### src/rtl/redundant_limb_normalizer.sv
// Resolves signed redundant limbs into a flat two's-complement integer,
// one limb per cycle from least to most significant, with a signed carry.
module redundant_limb_normalizer #(
  parameter int unsigned NUM_LIMBS = 35,
  parameter int unsigned BIT_LEN   = 17,
  parameter int unsigned WORD_LEN  = 16
) (
  input  logic                                   clk,
  input  logic                                   rst,
  input  logic                                   in_valid,
  output logic                                   in_ready,
  input  logic [NUM_LIMBS*(BIT_LEN+1)-1:0]       in_limbs,
  output logic                                   out_valid,
  input  logic                                   out_ready,
  output logic signed [WORD_LEN*NUM_LIMBS+1:0]   out_value,
  output logic                                   out_ovf
);

  localparam int unsigned LIMB_W  = BIT_LEN + 1;
  localparam int unsigned SUM_W   = BIT_LEN + 2;
  localparam int unsigned CARRY_W = SUM_W - WORD_LEN;
  localparam int unsigned OUT_W   = WORD_LEN * NUM_LIMBS + 2;
  localparam int unsigned IDX_W   = $clog2(NUM_LIMBS);

  localparam logic signed [CARRY_W-1:0] CARRY_MIN = CARRY_W'(-2);
  localparam logic signed [CARRY_W-1:0] CARRY_MAX = CARRY_W'(1);
  localparam logic [IDX_W-1:0]          IDX_LAST  = IDX_W'(NUM_LIMBS - 1);

  typedef enum logic [1:0] {IDLE, RUN, DONE} state_t;

  state_t                     state, state_next;
  logic [LIMB_W-1:0]          limbs [NUM_LIMBS];
  logic [IDX_W-1:0]           idx;
  logic signed [CARRY_W-1:0]  carry;
  logic [LIMB_W-1:0]          limb_cur;
  logic signed [SUM_W-1:0]    sum;
  logic                       load, step, finalize, drop;

  // State register
  always_ff @(posedge clk) begin
    if (rst) state <= IDLE;
    else     state <= state_next;
  end

  // Next-state logic
  always_comb begin
    state_next = state;
    case (state)
      IDLE:    if (in_valid && in_ready) state_next = RUN;
      RUN:     if (idx == IDX_LAST)      state_next = DONE;
      DONE:    if (out_valid && out_ready) state_next = IDLE;
      default: state_next = IDLE;
    endcase
  end

  // Datapath controls; DONE spends its first cycle folding the final carry in
  always_comb begin
    load     = 1'b0;
    step     = 1'b0;
    finalize = 1'b0;
    drop     = 1'b0;
    case (state)
      IDLE:    load     = in_valid && in_ready;
      RUN:     step     = 1'b1;
      DONE: begin
        finalize = !out_valid;
        drop     = out_valid && out_ready;
      end
      default: ;
    endcase
  end

  always_comb begin
    limb_cur = limbs[idx];
    sum      = SUM_W'($signed(limb_cur)) + SUM_W'(carry);
  end

  // Local copy of the operand so the producer may move on after accept
  always_ff @(posedge clk) begin
    if (load) begin
      for (int i = 0; i < int'(NUM_LIMBS); i++)
        limbs[i] <= in_limbs[i*LIMB_W +: LIMB_W];
    end
  end

  always_ff @(posedge clk) begin
    if (rst) begin
      in_ready  <= 1'b0;
      out_valid <= 1'b0;
      out_value <= '0;
      out_ovf   <= 1'b0;
      idx       <= '0;
      carry     <= '0;
    end else begin
      in_ready <= (state_next == IDLE);
      if (load) begin
        idx   <= '0;
        carry <= '0;
      end
      if (step) begin
        out_value[32'(idx)*WORD_LEN +: WORD_LEN] <= sum[WORD_LEN-1:0];
        carry <= sum[SUM_W-1:WORD_LEN];
        idx   <= idx + IDX_W'(1);
      end
      // Final carry becomes the two sign bits; anything outside [-2,1] is lost
      if (finalize) begin
        out_value[OUT_W-1 -: 2] <= carry[1:0];
        out_ovf   <= (carry < CARRY_MIN) || (carry > CARRY_MAX);
        out_valid <= 1'b1;
      end
      if (drop) out_valid <= 1'b0;
    end
  end

endmodule

### config.mk
export PLATFORM = sky130hd
export DESIGN_NAME = redundant_limb_normalizer
export DESIGN_NICKNAME = d
export VERILOG_FILES = /design/src/rtl/redundant_limb_normalizer.sv
export SDC_FILE = /design/constraint.sdc
export NUM_CORES = 2
export LEC_CHECK = 0
export CORE_AREA = 2 2 464 466
export CTS_CLUSTER_SIZE = 40
export DETAILED_ROUTE_END_ITERATION = 10
export DIE_AREA = 0 0 466 468
export PLACE_DENSITY = 0.51
export SYNTH_ARGS = -nofsm -noshare
export SYNTH_HDL_FRONTEND = slang
export SYNTH_SLANG_ARGS = --single-unit
### constraint.sdc
create_clock -name clk -period 23.4 [get_ports clk]
set_input_delay 4.68 -clock clk [delete_from_list [all_inputs] [get_ports clk]]
set_output_delay 4.68 -clock clk [all_outputs]
set_load 0.1 [all_outputs]
# --- Yosys cells after proc, flatten, opt, wreduce, memory -nomap -nowiden ---
# Memory sizes are Yosys's and may differ from the RTL's. A register that Yosys moved wholly into a read port is not among the register bits.
# Cells that the tools add are included.
totals:
  ram_bits: 630
  word_cells: 47
  in_bits: 634
  reg_bits: 576
  mem_count: 1
  output_inout_bits: 565
op_classes:
  shift: 2
  mux: 19
  add_sub_neg: 3
  eq_ne: 3
  order_cmp: 2
  n_reduce_logical: 9
memory_table:
  columns: ["name", "depth", "word_bits", "rd", "rd_clocked_by_memory_dff", "wr", "line_no", "text"]
  rows:
  - ["limbs", 35, 18, 1, 1, 35, "32", "logic [LIMB_W-1:0] limbs [NUM_LIMBS];"]
op_table:
  columns: ["operator", "n"]
  rows:
  - ["562-bit bitwise mux", 1]
  - ["562-bit 2-to-1 mux", 1]
  - ["16-bit by 34-bit variable shift with 562-bit output (first input constant)", 1]
  - ["16-bit by 34-bit indexed part select with 562-bit output", 1]
  - ["10-bit negation with 34-bit output", 1]
  - ["6-bit 2-to-1 mux", 4]
  - ["18-bit by 3-bit adder with 19-bit output", 1]
  - ["2-bit 2-to-1 mux", 4]
  - ["6-bit by 1-bit adder with 6-bit output (second input constant)", 1]
  - ["6-bit equality test (second input constant)", 1]
  - ["1-bit 2-to-1 mux", 6]
  - ["3-bit 2-to-1 mux", 2]
  - ["2-bit one-hot mux with 3 select lines", 1]
  - ["2-bit logical NOT", 2]
  - ["2-bit nonzero test", 2]
  - ["3-bit by 2-bit > comparator with 1-bit output (second input constant)", 1]
  - ["3-bit by 2-bit less-than comparator with 1-bit output (second input constant)", 1]
  - ["2-bit by 1-bit equality test with 1-bit output (second input constant)", 1]
  - ["2-bit equality test (second input constant)", 1]
  - ["1-bit logical AND", 2]
  - ["2-bit OR reduction", 1]
  - ["1-bit logical NOT", 1]
  - ["1-bit logical OR", 1]

# --- Longest topological paths before layout ---
depth:
  ltp_word: 6
  ltp_mapped: 18
  ltp_nobuf: 13

# --- Least setup slack after synthesis ---
# No wires, ideal clock.
synth_path:
  kind: "input -> register"
  start: "input port in_valid"
  end: "memory limbs[0][0] (netlist name) (enable)"
  cell_stages: 2
  path_buffers: 0
  slack_ns: 5.418
  t_arrival_ns: 17.004
  cell_sequence: "nand3_1 -> inv_1"
synth_lines:
  columns: ["element", "line_no", "text"]
  rows:
  - ["start: declaration", "10", "input logic in_valid,"]
  - ["end: declaration", "32", null]

==> impl_metrics.yaml <==
power:
  power.share.clock_pct: 45.1
  pwr_density_cell_mw_per_mm2: 77.5
  p_sw_uw: 1290
  irDropWorstVdd_v: 0.0000756
  leakage_uw: 0.0209
  p_seq_share_pct: 45.5
  combPwrFrac_pct: 9.3
  finalPower_uw: 5110
  p_sw_share_pct: 25.2
  p_int_uw: 3830
detailed_routing:
  wl_per_cell_um: 27.8
  drt_iter0_markers: 2982
  vias: 34800
  first_pass_iters: 6
  wl_mm: 217
  drc: 0
  vias_per_cell: 4.45
  antenna_left: 0
sta:
  min_period_over_period_pct: 32.2
  rsz0062_at_grt: "false"
  setup_viol: 0
  clock_skew_ns: 0.0510
  fmax_mhz: 133
  slew_headroom_pct: 14.7
  fin_tns_setup_ns: 0
  final.min_clock_period_ns: 7.54
  finalHoldViolCount: 0
  final-max-slew-violation-count: 0
  tightest_slew_ns: 1.28
die:
  initial_utilization_pct: 21.6
  std_cell_rows: 170
  dieArea_mm2: 0.218
  coreArea_mm2: 0.213
  die-width_um: 466
  dieHeight_um: 468
  ioPinCount: 1199
clock_network:
  cts_setup_buffers: 0
  cts_hold_buffers: 0
  clkTransAtPathRegs_ns: 0.06
  cts_buffers: 144
  max-clock-path-buffers: 3
  cts.sink_count: 1212
  cts_tree: "done"
  htreeDepth: 4
  cts_root_buffer: "clkbuf_16"
  clock_latency_ns: 0.82
  cts_resized: 0
layout:
  final_cell_mix: "clkdlybuf4s50_1 (1171), nand2_1 (775), edfxtp_1 (630), dfxtp_1 (578), a21oi_1 (398)"
  mostFrequentLayoutCell: "clkdlybuf4s50_1"
  drive_above_1_share_pct: 10.5
  final_net_count: 5519
  area_growth_pct: 43.2
  fin_util_pct: 30.9
place:
  place.gp.congestion: 0.818
  dp_hpwl_mm: 164
  io_buffer_count: 1198
synthesis:
  ys_types: 75
  netlist.top_cell.by_area: "edfxtp_1"
  syn-instance-count: 3732
  synth_edf_count: 630
  async_flop_share_pct: 0
  synth_seq_cells: 1212
  ys.flop_type: "edfxtp_1"
  syn_area_per_cell_um2: 12.3
  yosysWarnings: 0
  syn_nets: 4389
  synth_area_leaders: "edfxtp_1 (41%), dfxtp_1 (25%), mux4_2 (7.0%)"
  ys_seq_area_share_pct: 66.4
  syn-cell-area_mm2: 0.0460
  synth_top_area_share_pct: 41.1
worst_setup_path:
  r2r_end: "out_value[550]"
  crit_path_max_fanout: 179
  criticalPathCategory: "input port to register"
  crit_path_end_kind: "register"
  startpoint: "in_valid"
  reg2reg_depth: 17
  worstPathRequired_ns: 23.79
  crit_arrival_ns: 7.93
  rrSetupSlack_ns: 15.92
  cp-start-kind: "input port"
worst_hold_path:
  worstHoldStart: "out_value[537]"
  min_path_type: "register to register"
  hold_depth: 2
  whs_endpoint: "out_value[537]"
global_routing:
  antenna_found_initial: 64
  grt_max_degree: 237
  grt_use_total_pct: 19.2
  grt_pass1_wl_mm: 288
  grt-ovfl-total: 0
  grt_pass1_vias: 34400
job:
  maxCapViolations: 0
status:
  status: "complete, no violations"
worst max-delay path: stages:
cell and delay [ns]:
clkdlybuf4s50_1 0.48, nand3_1 0.25, inv_8 0.62, buf_4 0.75
buf_12 0.59
worst max-delay path by stage:
stage                          end  slack [ns]  cells after the start
global placement     limbs[26][11]       15.15                      5
floorplan              limbs[0][0]        5.42                      2
global route         out_value[42]       15.21                     16
detailed placement   limbs[11][10]       15.09                      5
finish                limbs[18][1]       15.86                      5
CTS                 out_value[330]       15.49                     16
layer usage:
| layer | up-vias | share of wire (%) | global-route usage [%] |
|---|---|---|---|
| met5 | - | 0.17 | 0 |
| met4 | 56 | 4.0 | 7.81 |
| met3 | 366 | 7.8 | 5.73 |
| met2 | 1435 | 54 | 36.3 |
| met1 | 17200 | 34 | 19.6 |
| li1 | 15800 | - | - |
cell type report:
cell class	count	area (µm²)
fill	21700	147000
sequential	1212	30600
multi-input combinational	2223	14300
timing repair buffer	1273	12500
clock buffer	189	3980
tap	2838	3550
clock inverter	68	887
inverter	8	37.5
antenna	12	30.0
per-stage QoR:
stage                     setup slack [ns]  hold slack (ns)  instance area [µm²]  instances
after global placement               15.15            0.439                61000       7554
after floorplan                       5.42            0.450                46000       3732
after CTS                            15.49            0.451                65900       7811
after global routing                 15.21            0.465                65900       7814
final                                15.86            0.451                65900       7823
after detailed placement             15.09            0.443                61000       7554
kinds of logic (layout without fill, tap and decap cells):
logic type                 Yosys count  after routing  synth area share [%]
muxes                              171            171                  7.64
buffers and inverters              297           1538                  2.80
AOI/OAI and AO/OA                  789            789                  9.84
DFF                               1212           1212                  66.4
xor gates and xnor gates            20             20                 0.446
adders and majority gates           23             23                 0.641
other                                0             12                     0
and+or+nand+nor                   1220           1220                  12.2
power groups by stage:
stage	Sequential (µW)	Clock (µW)	Combinational, µW
detailed placement	2370	0	492
global route	2330	2450	509
CTS	2330	2370	493
finish	2330	2310	478
floorplan	2410	0	203
global placement	2370	0	489
flip-flops by register name (all words and copies together), names as in the netlist, named ones only:
name / flops
out_value: 562
out_valid: 1
carry: 3
state: 2
in_ready: 1
limbs: 630
idx: 6
out_ovf: 1
Yosys cell counts, types with 74 or more instances:
cell type  number
nand2_1       775
edfxtp_1      630
dfxtp_1       582
a21oi_1       400
nand3b_1      180
o21ai_0       168
clkbuf_1      158
mux4_2        144
buf_2         117
nor2_1        116
a22oi_1        74
No activity file was read; power rests on OpenSTA's default activity.
